$ cat config.mk
export PLATFORM = sky130hd
export DESIGN_NAME = atm_account_server_flat
export DESIGN_NICKNAME = d
export VERILOG_FILES = /design/src/rtl/atm_account_server_if.sv /design/src/rtl/atm_account_server.sv /design/src/flat_wrapper.sv
export SDC_FILE = /design/constraint.sdc
export NUM_CORES = 1
export LEC_CHECK = 0
export CELL_PAD_IN_SITES_DETAIL_PLACEMENT = 1
export CELL_PAD_IN_SITES_GLOBAL_PLACEMENT = 1
export CORE_ASPECT_RATIO = 2
export CORE_MARGIN = 2
export CORE_UTILIZATION = 43
export DETAILED_ROUTE_END_ITERATION = 16
export PLACE_DENSITY = 0.81
export SYNTH_ARGS = -nofsm -noshare
export SYNTH_HDL_FRONTEND = slang
export SYNTH_SLANG_ARGS = --single-unit
export TNS_END_PERCENT = 100
$ cat constraint.sdc
create_clock -name clk -period 4.9 [get_ports clk]
set_clock_uncertainty 0.05 [all_clocks]
set_input_delay 0.98 -clock clk [delete_from_list [all_inputs] [get_ports clk]]
set_output_delay 0.98 -clock clk [all_outputs]
set_load 0.005 [all_outputs]
$ cat src/rtl/atm_account_server_if.sv
// Request/response handshake bundle between the ATM front-end controller and the account server.
interface atm_account_server_if #(
  parameter int BAL_W = 32
);
  logic             req_valid;
  logic             req_ready;
  logic [2:0]       req_op;
  logic [3:0]       req_card;
  logic [15:0]      req_pin;
  logic [BAL_W-1:0] req_amount;
  logic             rsp_valid;
  logic             rsp_ready;
  logic [2:0]       rsp_status;
  logic [BAL_W-1:0] rsp_balance;

  modport master (
    output req_valid, req_op, req_card, req_pin, req_amount, rsp_ready,
    input  req_ready, rsp_valid, rsp_status, rsp_balance
  );

  modport slave (
    input  req_valid, req_op, req_card, req_pin, req_amount, rsp_ready,
    output req_ready, rsp_valid, rsp_status, rsp_balance
  );
endinterface

$ cat src/rtl/atm_account_server.sv
// Account database for the ATM datapath: owns PINs, balances, fail counters, locks and the session,
// and answers one request at a time through an IDLE -> LOOKUP -> EXEC -> RESP sequence.
module atm_account_server #(
  parameter int NUM_ACCOUNTS = 6,
  parameter int BAL_W        = 32,
  parameter int MAX_TRIES    = 3
) (
  input logic                 clk,
  input logic                 rst,
  atm_account_server_if.slave bus
);
  localparam int IDX_W = $clog2(NUM_ACCOUNTS);
  localparam int CNT_W = $clog2(MAX_TRIES + 1);

  localparam logic [2:0] OP_VERIFY   = 3'd0;
  localparam logic [2:0] OP_BALANCE  = 3'd1;
  localparam logic [2:0] OP_DEPOSIT  = 3'd2;
  localparam logic [2:0] OP_LOGOUT   = 3'd4;

  localparam logic [2:0] ST_OK       = 3'd0;
  localparam logic [2:0] ST_BAD_CARD = 3'd1;
  localparam logic [2:0] ST_BAD_PIN  = 3'd2;
  localparam logic [2:0] ST_LOCKED   = 3'd3;
  localparam logic [2:0] ST_NO_FUNDS = 3'd4;
  localparam logic [2:0] ST_OVERFLOW = 3'd5;
  localparam logic [2:0] ST_NOT_AUTH = 3'd6;
  localparam logic [2:0] ST_BAD_REQ  = 3'd7;

  typedef enum logic [1:0] {S_IDLE, S_LOOKUP, S_EXEC, S_RESP} state_t;

  state_t           state_q;
  logic [2:0]       op_q;
  logic [3:0]       card_q;
  logic [15:0]      pin_q;
  logic [BAL_W-1:0] amount_q;
  logic [3:0]       session_q;

  logic [15:0]      pinTab_q  [NUM_ACCOUNTS];
  logic [BAL_W-1:0] balTab_q  [NUM_ACCOUNTS];
  logic [CNT_W-1:0] failTab_q [NUM_ACCOUNTS];
  logic             lockTab_q [NUM_ACCOUNTS];

  logic [2:0]       status_q, status_d;
  logic [BAL_W-1:0] rspBal_q, rspBal_d;
  logic             wrBal_q, wrBal_d;
  logic             clrSess_q, clrSess_d;
  logic             setSess_q, setSess_d;
  logic             failInc_q, failInc_d;
  logic             failClr_q, failClr_d;
  logic             setLock_q, setLock_d;

  logic             reqReady_q, rspValid_q;
  logic [2:0]       rspStatus_q;
  logic [BAL_W-1:0] rspBalance_q;

  logic             cardOk;
  logic [IDX_W-1:0] idx;
  logic [BAL_W-1:0] curBal;
  logic [CNT_W-1:0] failNext;
  logic [BAL_W:0]   sum;

  assign cardOk   = (card_q != 4'd0) && (card_q < 4'(NUM_ACCOUNTS));
  assign idx      = cardOk ? card_q[IDX_W-1:0] : '0;
  assign curBal   = balTab_q[idx];
  assign failNext = failTab_q[idx] + CNT_W'(1);
  assign sum      = {1'b0, curBal} + {1'b0, amount_q};

  // Decide outcome and pending table/session updates; the first rule that hits wins.
  always_comb begin
    status_d  = ST_OK;
    rspBal_d  = '0;
    wrBal_d   = 1'b0;
    clrSess_d = 1'b0;
    setSess_d = 1'b0;
    failInc_d = 1'b0;
    failClr_d = 1'b0;
    setLock_d = 1'b0;
    if (op_q > OP_LOGOUT) begin
      status_d = ST_BAD_REQ;
    end else if (op_q == OP_LOGOUT) begin
      clrSess_d = 1'b1;
    end else if (!cardOk) begin
      status_d = ST_BAD_CARD;
    end else if (lockTab_q[idx]) begin
      status_d = ST_LOCKED;
    end else if (op_q == OP_VERIFY) begin
      clrSess_d = 1'b1;
      if (pin_q == pinTab_q[idx]) begin
        setSess_d = 1'b1;
        failClr_d = 1'b1;
      end else begin
        status_d  = ST_BAD_PIN;
        failInc_d = 1'b1;
        setLock_d = (failNext >= CNT_W'(MAX_TRIES));
      end
    end else if (session_q != card_q) begin
      status_d = ST_NOT_AUTH;
    end else if (op_q != OP_BALANCE && amount_q == '0) begin
      status_d = ST_BAD_REQ;
    end else if (op_q == OP_BALANCE) begin
      rspBal_d = curBal;
    end else if (op_q == OP_DEPOSIT) begin
      if (sum[BAL_W]) begin
        status_d = ST_OVERFLOW;
        rspBal_d = curBal;
      end else begin
        wrBal_d  = 1'b1;
        rspBal_d = sum[BAL_W-1:0];
      end
    end else if (amount_q > curBal) begin
      status_d = ST_NO_FUNDS;
      rspBal_d = curBal;
    end else begin
      wrBal_d  = 1'b1;
      rspBal_d = curBal - amount_q;
    end
  end

  // Single sequencer; a successful op's response balance doubles as the value written back.
  always_ff @(posedge clk) begin
    if (rst) begin
      state_q      <= S_IDLE;
      op_q         <= '0;
      card_q       <= '0;
      pin_q        <= '0;
      amount_q     <= '0;
      session_q    <= '0;
      status_q     <= '0;
      rspBal_q     <= '0;
      wrBal_q      <= 1'b0;
      clrSess_q    <= 1'b0;
      setSess_q    <= 1'b0;
      failInc_q    <= 1'b0;
      failClr_q    <= 1'b0;
      setLock_q    <= 1'b0;
      reqReady_q   <= 1'b1;
      rspValid_q   <= 1'b0;
      rspStatus_q  <= '0;
      rspBalance_q <= '0;
      for (int i = 0; i < NUM_ACCOUNTS; i++) begin
        pinTab_q[i]  <= {4{i[3:0]}};
        balTab_q[i]  <= BAL_W'(i * 1111);
        failTab_q[i] <= '0;
        lockTab_q[i] <= 1'b0;
      end
    end else begin
      case (state_q)
        S_IDLE: begin
          if (bus.req_valid && reqReady_q) begin
            op_q       <= bus.req_op;
            card_q     <= bus.req_card;
            pin_q      <= bus.req_pin;
            amount_q   <= bus.req_amount;
            reqReady_q <= 1'b0;
            state_q    <= S_LOOKUP;
          end
        end
        S_LOOKUP: begin
          status_q  <= status_d;
          rspBal_q  <= rspBal_d;
          wrBal_q   <= wrBal_d;
          clrSess_q <= clrSess_d;
          setSess_q <= setSess_d;
          failInc_q <= failInc_d;
          failClr_q <= failClr_d;
          setLock_q <= setLock_d;
          state_q   <= S_EXEC;
        end
        S_EXEC: begin
          if (setSess_q) session_q <= card_q;
          else if (clrSess_q) session_q <= '0;
          if (failClr_q) failTab_q[idx] <= '0;
          else if (failInc_q) failTab_q[idx] <= failNext;
          if (setLock_q) lockTab_q[idx] <= 1'b1;
          if (wrBal_q) balTab_q[idx] <= rspBal_q;
          rspValid_q   <= 1'b1;
          rspStatus_q  <= status_q;
          rspBalance_q <= rspBal_q;
          state_q      <= S_RESP;
        end
        S_RESP: begin
          if (bus.rsp_ready) begin
            rspValid_q <= 1'b0;
            reqReady_q <= 1'b1;
            state_q    <= S_IDLE;
          end
        end
        default: state_q <= S_IDLE;
      endcase
    end
  end

  assign bus.req_ready   = reqReady_q;
  assign bus.rsp_valid   = rspValid_q;
  assign bus.rsp_status  = rspStatus_q;
  assign bus.rsp_balance = rspBalance_q;
endmodule

$ cat src/flat_wrapper.sv
// flat-port wrapper written by rule: the top's interface ports become plain ports
module atm_account_server_flat 
#(
  parameter int NUM_ACCOUNTS = 6,
  parameter int BAL_W        = 32,
  parameter int MAX_TRIES    = 3
)
  (clk, rst, bus_req_valid, bus_req_op, bus_req_card, bus_req_pin, bus_req_amount, bus_rsp_ready, bus_req_ready, bus_rsp_valid, bus_rsp_status, bus_rsp_balance);
  atm_account_server_if #(.BAL_W(BAL_W)) bus_i ();
  input logic clk;
  input logic rst;
  input wire logic [$bits(bus_i.req_valid)-1:0] bus_req_valid;
  input wire logic [$bits(bus_i.req_op)-1:0] bus_req_op;
  input wire logic [$bits(bus_i.req_card)-1:0] bus_req_card;
  input wire logic [$bits(bus_i.req_pin)-1:0] bus_req_pin;
  input wire logic [$bits(bus_i.req_amount)-1:0] bus_req_amount;
  input wire logic [$bits(bus_i.rsp_ready)-1:0] bus_rsp_ready;
  output wire logic [$bits(bus_i.req_ready)-1:0] bus_req_ready;
  output wire logic [$bits(bus_i.rsp_valid)-1:0] bus_rsp_valid;
  output wire logic [$bits(bus_i.rsp_status)-1:0] bus_rsp_status;
  output wire logic [$bits(bus_i.rsp_balance)-1:0] bus_rsp_balance;
  assign bus_i.req_valid = bus_req_valid;
  assign bus_i.req_op = bus_req_op;
  assign bus_i.req_card = bus_req_card;
  assign bus_i.req_pin = bus_req_pin;
  assign bus_i.req_amount = bus_req_amount;
  assign bus_i.rsp_ready = bus_rsp_ready;
  assign bus_req_ready = bus_i.req_ready;
  assign bus_rsp_valid = bus_i.rsp_valid;
  assign bus_rsp_status = bus_i.rsp_status;
  assign bus_rsp_balance = bus_i.rsp_balance;
  atm_account_server #(.NUM_ACCOUNTS(NUM_ACCOUNTS), .BAL_W(BAL_W), .MAX_TRIES(MAX_TRIES)) u_core (.clk(clk), .rst(rst), .bus(bus_i));
endmodule
==> metrics <==
register area share after synthesis 48.0%; Arr. time, crit path 5.23 ns; Via density 6.03; crit path max fanout 8; Synth area leader edfxtp_1; core area 43,400 sq um; DR WL/cell 26.0 um; vias in the first global route 17,300; Area growth syn-to-layout 20.6%; Final Core Density 52.5%; largest net degree at the start of global routing 86; TritonCTS buffer count 31; die height 300 um; GRT met2 Usage 55.7%; met1 usage 29.9%; CTS tree yes; Syn Inst Count 1,865; PD cells 520 nW/um^2; share of layout cells above drive strength 1 16.4%; # fillers 4,702; Clock Latency Late Sink 0.59 ns; Synth Warn # 0; First-pass DRT Iterations 5; unrepaired setup endpoints after global routing true; Min Clock Period, post-route 4.80 ns; Crit. End Element flip-flop; Pleak 0.00857 uW; Slew @ Worst Pin 1.07 ns; Post-DRT Antenna Nets 0; via count 15,900; Clk Tree Root Cell clkbuf_16; met3 Use GR 2.93%; Critical Path Source Type flip-flop; Mapped Nets 2,006; Rel. slew slack 29.0%; cell row count 108; clock buffer depth 3; Post-synth top cells edfxtp_1 (210), nand2_1 (177), a21oi_1 (172); nets 2,196; Netlist Area Pre-Place 18,900 sq um; drt total wl 68,500 um; routability cong. 1.02; clock sinks 348; worst vdd ir 0.000442 V; hold buffers post-CTS 0; first-pass GRT wire length 102,000 um; count leader, synth edfxtp_1; Req. time, crit path 5.33 ns; final-report hold violation count 0; EDFF count, synth 210; critical path, cell by cell a21oi_2, and2_4, buf_12, mux4_2, nor2_1, a21oi_1, ha_1, or3b_2, a2111oi_4, nor2_1, o21bai_1, o21ai_0, a32oi_1, xnor2_2, a22oi_1, buf_4, o21ai_0; grt peak-use layer met2; H-tree level count 1; Initial Util 43.5%; post-synth cell types 86; Port Buf Inserts 95; worst hold path type flip-flop to flip-flop; Peak Freq 0.208 GHz; Die X 152 um; total track usage 29.1%; mean area per synthesized cell 10.1 sq um; Max-Cap Viols 0; drt drc 0; flops & latches, synth 348; Synth area leaders edfxtp_1 (33%), dfxtp_1 (15%), ha_1 (5.3%); ys flop type edfxtp_1; final slew viol count 0; CP max stage delay 0.52 ns; total gr overflow 0; Final Cycle Share 98.1%; violation count after the first detailed-routing iteration 1,012; Yosys top cell area share 33.4%; I/O pins 96; antenna violations before repair 0; Final Setup Violations 0; worst setup path class flip-flop to flip-flop; ys async rst share 0%; placed instance area 21,400 sq um; Slowest-stage cell, CP or3b_2; status completed; Worst-path clk slew 0.07 ns; final instance area 22,800 sq um; Detailed Place HPWL 50,900 um; Die ar. 45,700 sq um
[per-layer routing]
layer | vias to the layer above | part of all wire (%) | wire length (um)
met5 | - | 0 | 0
met2 | 544 | 54 | 36900
li1 | 7129 | - | -
met4 | 0 | 7.3 | 4970
met1 | 7978 | 35 | 23800
met3 | 221 | 4.1 | 2830
[metrics by stage]
| stage | hold slack (ns) | TNS, ns | power [uW] | cells | setup WS, ns |
|---|---|---|---|---|---|
| after floorplan | 0.381 | 0 | 6510 | 1865 | 0.0461 |
| after global placement | 0.390 | -0.00498 | 8790 | 2561 | -0.00498 |
| after detailed placement | 0.408 | -0.0106 | 8920 | 2561 | -0.0106 |
| after CTS | 0.417 | 0 | 11600 | 2619 | 0.00107 |
| after global routing | 0.436 | -0.0539 | 12300 | 2629 | -0.0323 |
| final | 0.419 | 0 | 11800 | 2630 | 0.0953 |
[report_power, final]
| part | total (uW) | switching [uW] | internal, uW |
|---|---|---|---|
| Sequential | 3420 | 163 | 3260 |
| Combinational | 5790 | 3440 | 2350 |
| Clock | 2630 | 1160 | 1470 |
[area by class of cell]
cell class                 count  area [sq um]  share of cell area [%]
clock buffer                  36           816                    3.58
timing repair buffer         273          2410                    10.6
multi-input combinational   1330          9260                    40.7
clock inverter                21           253                    1.11
inverter                      71           267                    1.17
antenna                        1          2.50                  0.0110
sequential                   348          9070                    39.8
tap                          550           688                    3.02
[cell usage in the layout, fill, tap and decap left out, types with 14 or more instances in the layout]
cell / count
nand2b_1: 34
o21ai_0: 47
a21oi_1: 166
mux2i_1: 73
o21bai_1: 14
nand3_1: 23
inv_1: 68
dfxtp_1: 137
nor2b_1: 21
nand4_1: 14
nor3_1: 24
ha_1: 77
nor4_1: 20
and2_1: 117
edfxtp_1: 210
clkbuf_16: 33
and3_1: 60
nand2_1: 177
or3_1: 15
mux4_2: 35
nor2_1: 148
xnor2_1: 23
buf_4: 167
clkdlybuf4s50_1: 94
[state kept, by name, indices dropped and copies added, names as in the netlist, 4 cells and up]
name                    cells
u_core.card_q               4
u_core.balTab_q           192
u_core.bus.rsp_balance     32
u_core.amount_q            32
u_core.rspBal_q            32
u_core.failTab_q           12
u_core.session_q            4
u_core.lockTab_q            6
u_core.pin_q               16
[cell families after synthesis]
logic type	after synthesis	share of synthesized area, %
AO/OA/AOI/OAI	406	14.0
multiplexers	110	8.17
flip-flops	348	48.0
XOR/XNOR	31	1.44
adder cells (fa/ha/maj)	82	5.51
AND/OR/NAND/NOR	701	18.8
buffers and inverters	187	4.07
[critical path, delay by kind of cell (launching register included)]
kind | cells | cell delay, ns
AOI/OAI and AO/OA | 8 | 1.72
and+or+nand+nor | 4 | 1.14
muxes | 1 | 0.50
buffers and inverters | 2 | 0.37
adders and majority gates | 1 | 0.35
DFF | 1 | 0.34
xor gates and xnor gates | 1 | 0.20
[worst paths after layout]
| path | from | endpoint | slack (ns) | cells past startpoint |
|---|---|---|---|---|
| worst min-delay path | u_core.pin_q[3] | u_core.pin_q[3] | 0.42 | 2 |
| worst max-delay path | u_core.card_q[1] | u_core.rspBal_q[14] | 0.1 | 17 |
| worst min register to register | u_core.pin_q[3] | u_core.pin_q[3] | 0.42 | 2 |
| worst max register to register | u_core.card_q[1] | u_core.rspBal_q[14] | 0.1 | 17 |
[timing repair]
item	4_1_cts	5_1_grt
endpoints found under the setup margin	4	33
pin swaps	1	13
resized for setup	4	37
setup buffers	1	9
cloned	0	1
Power figures use the tool's default switching activity.
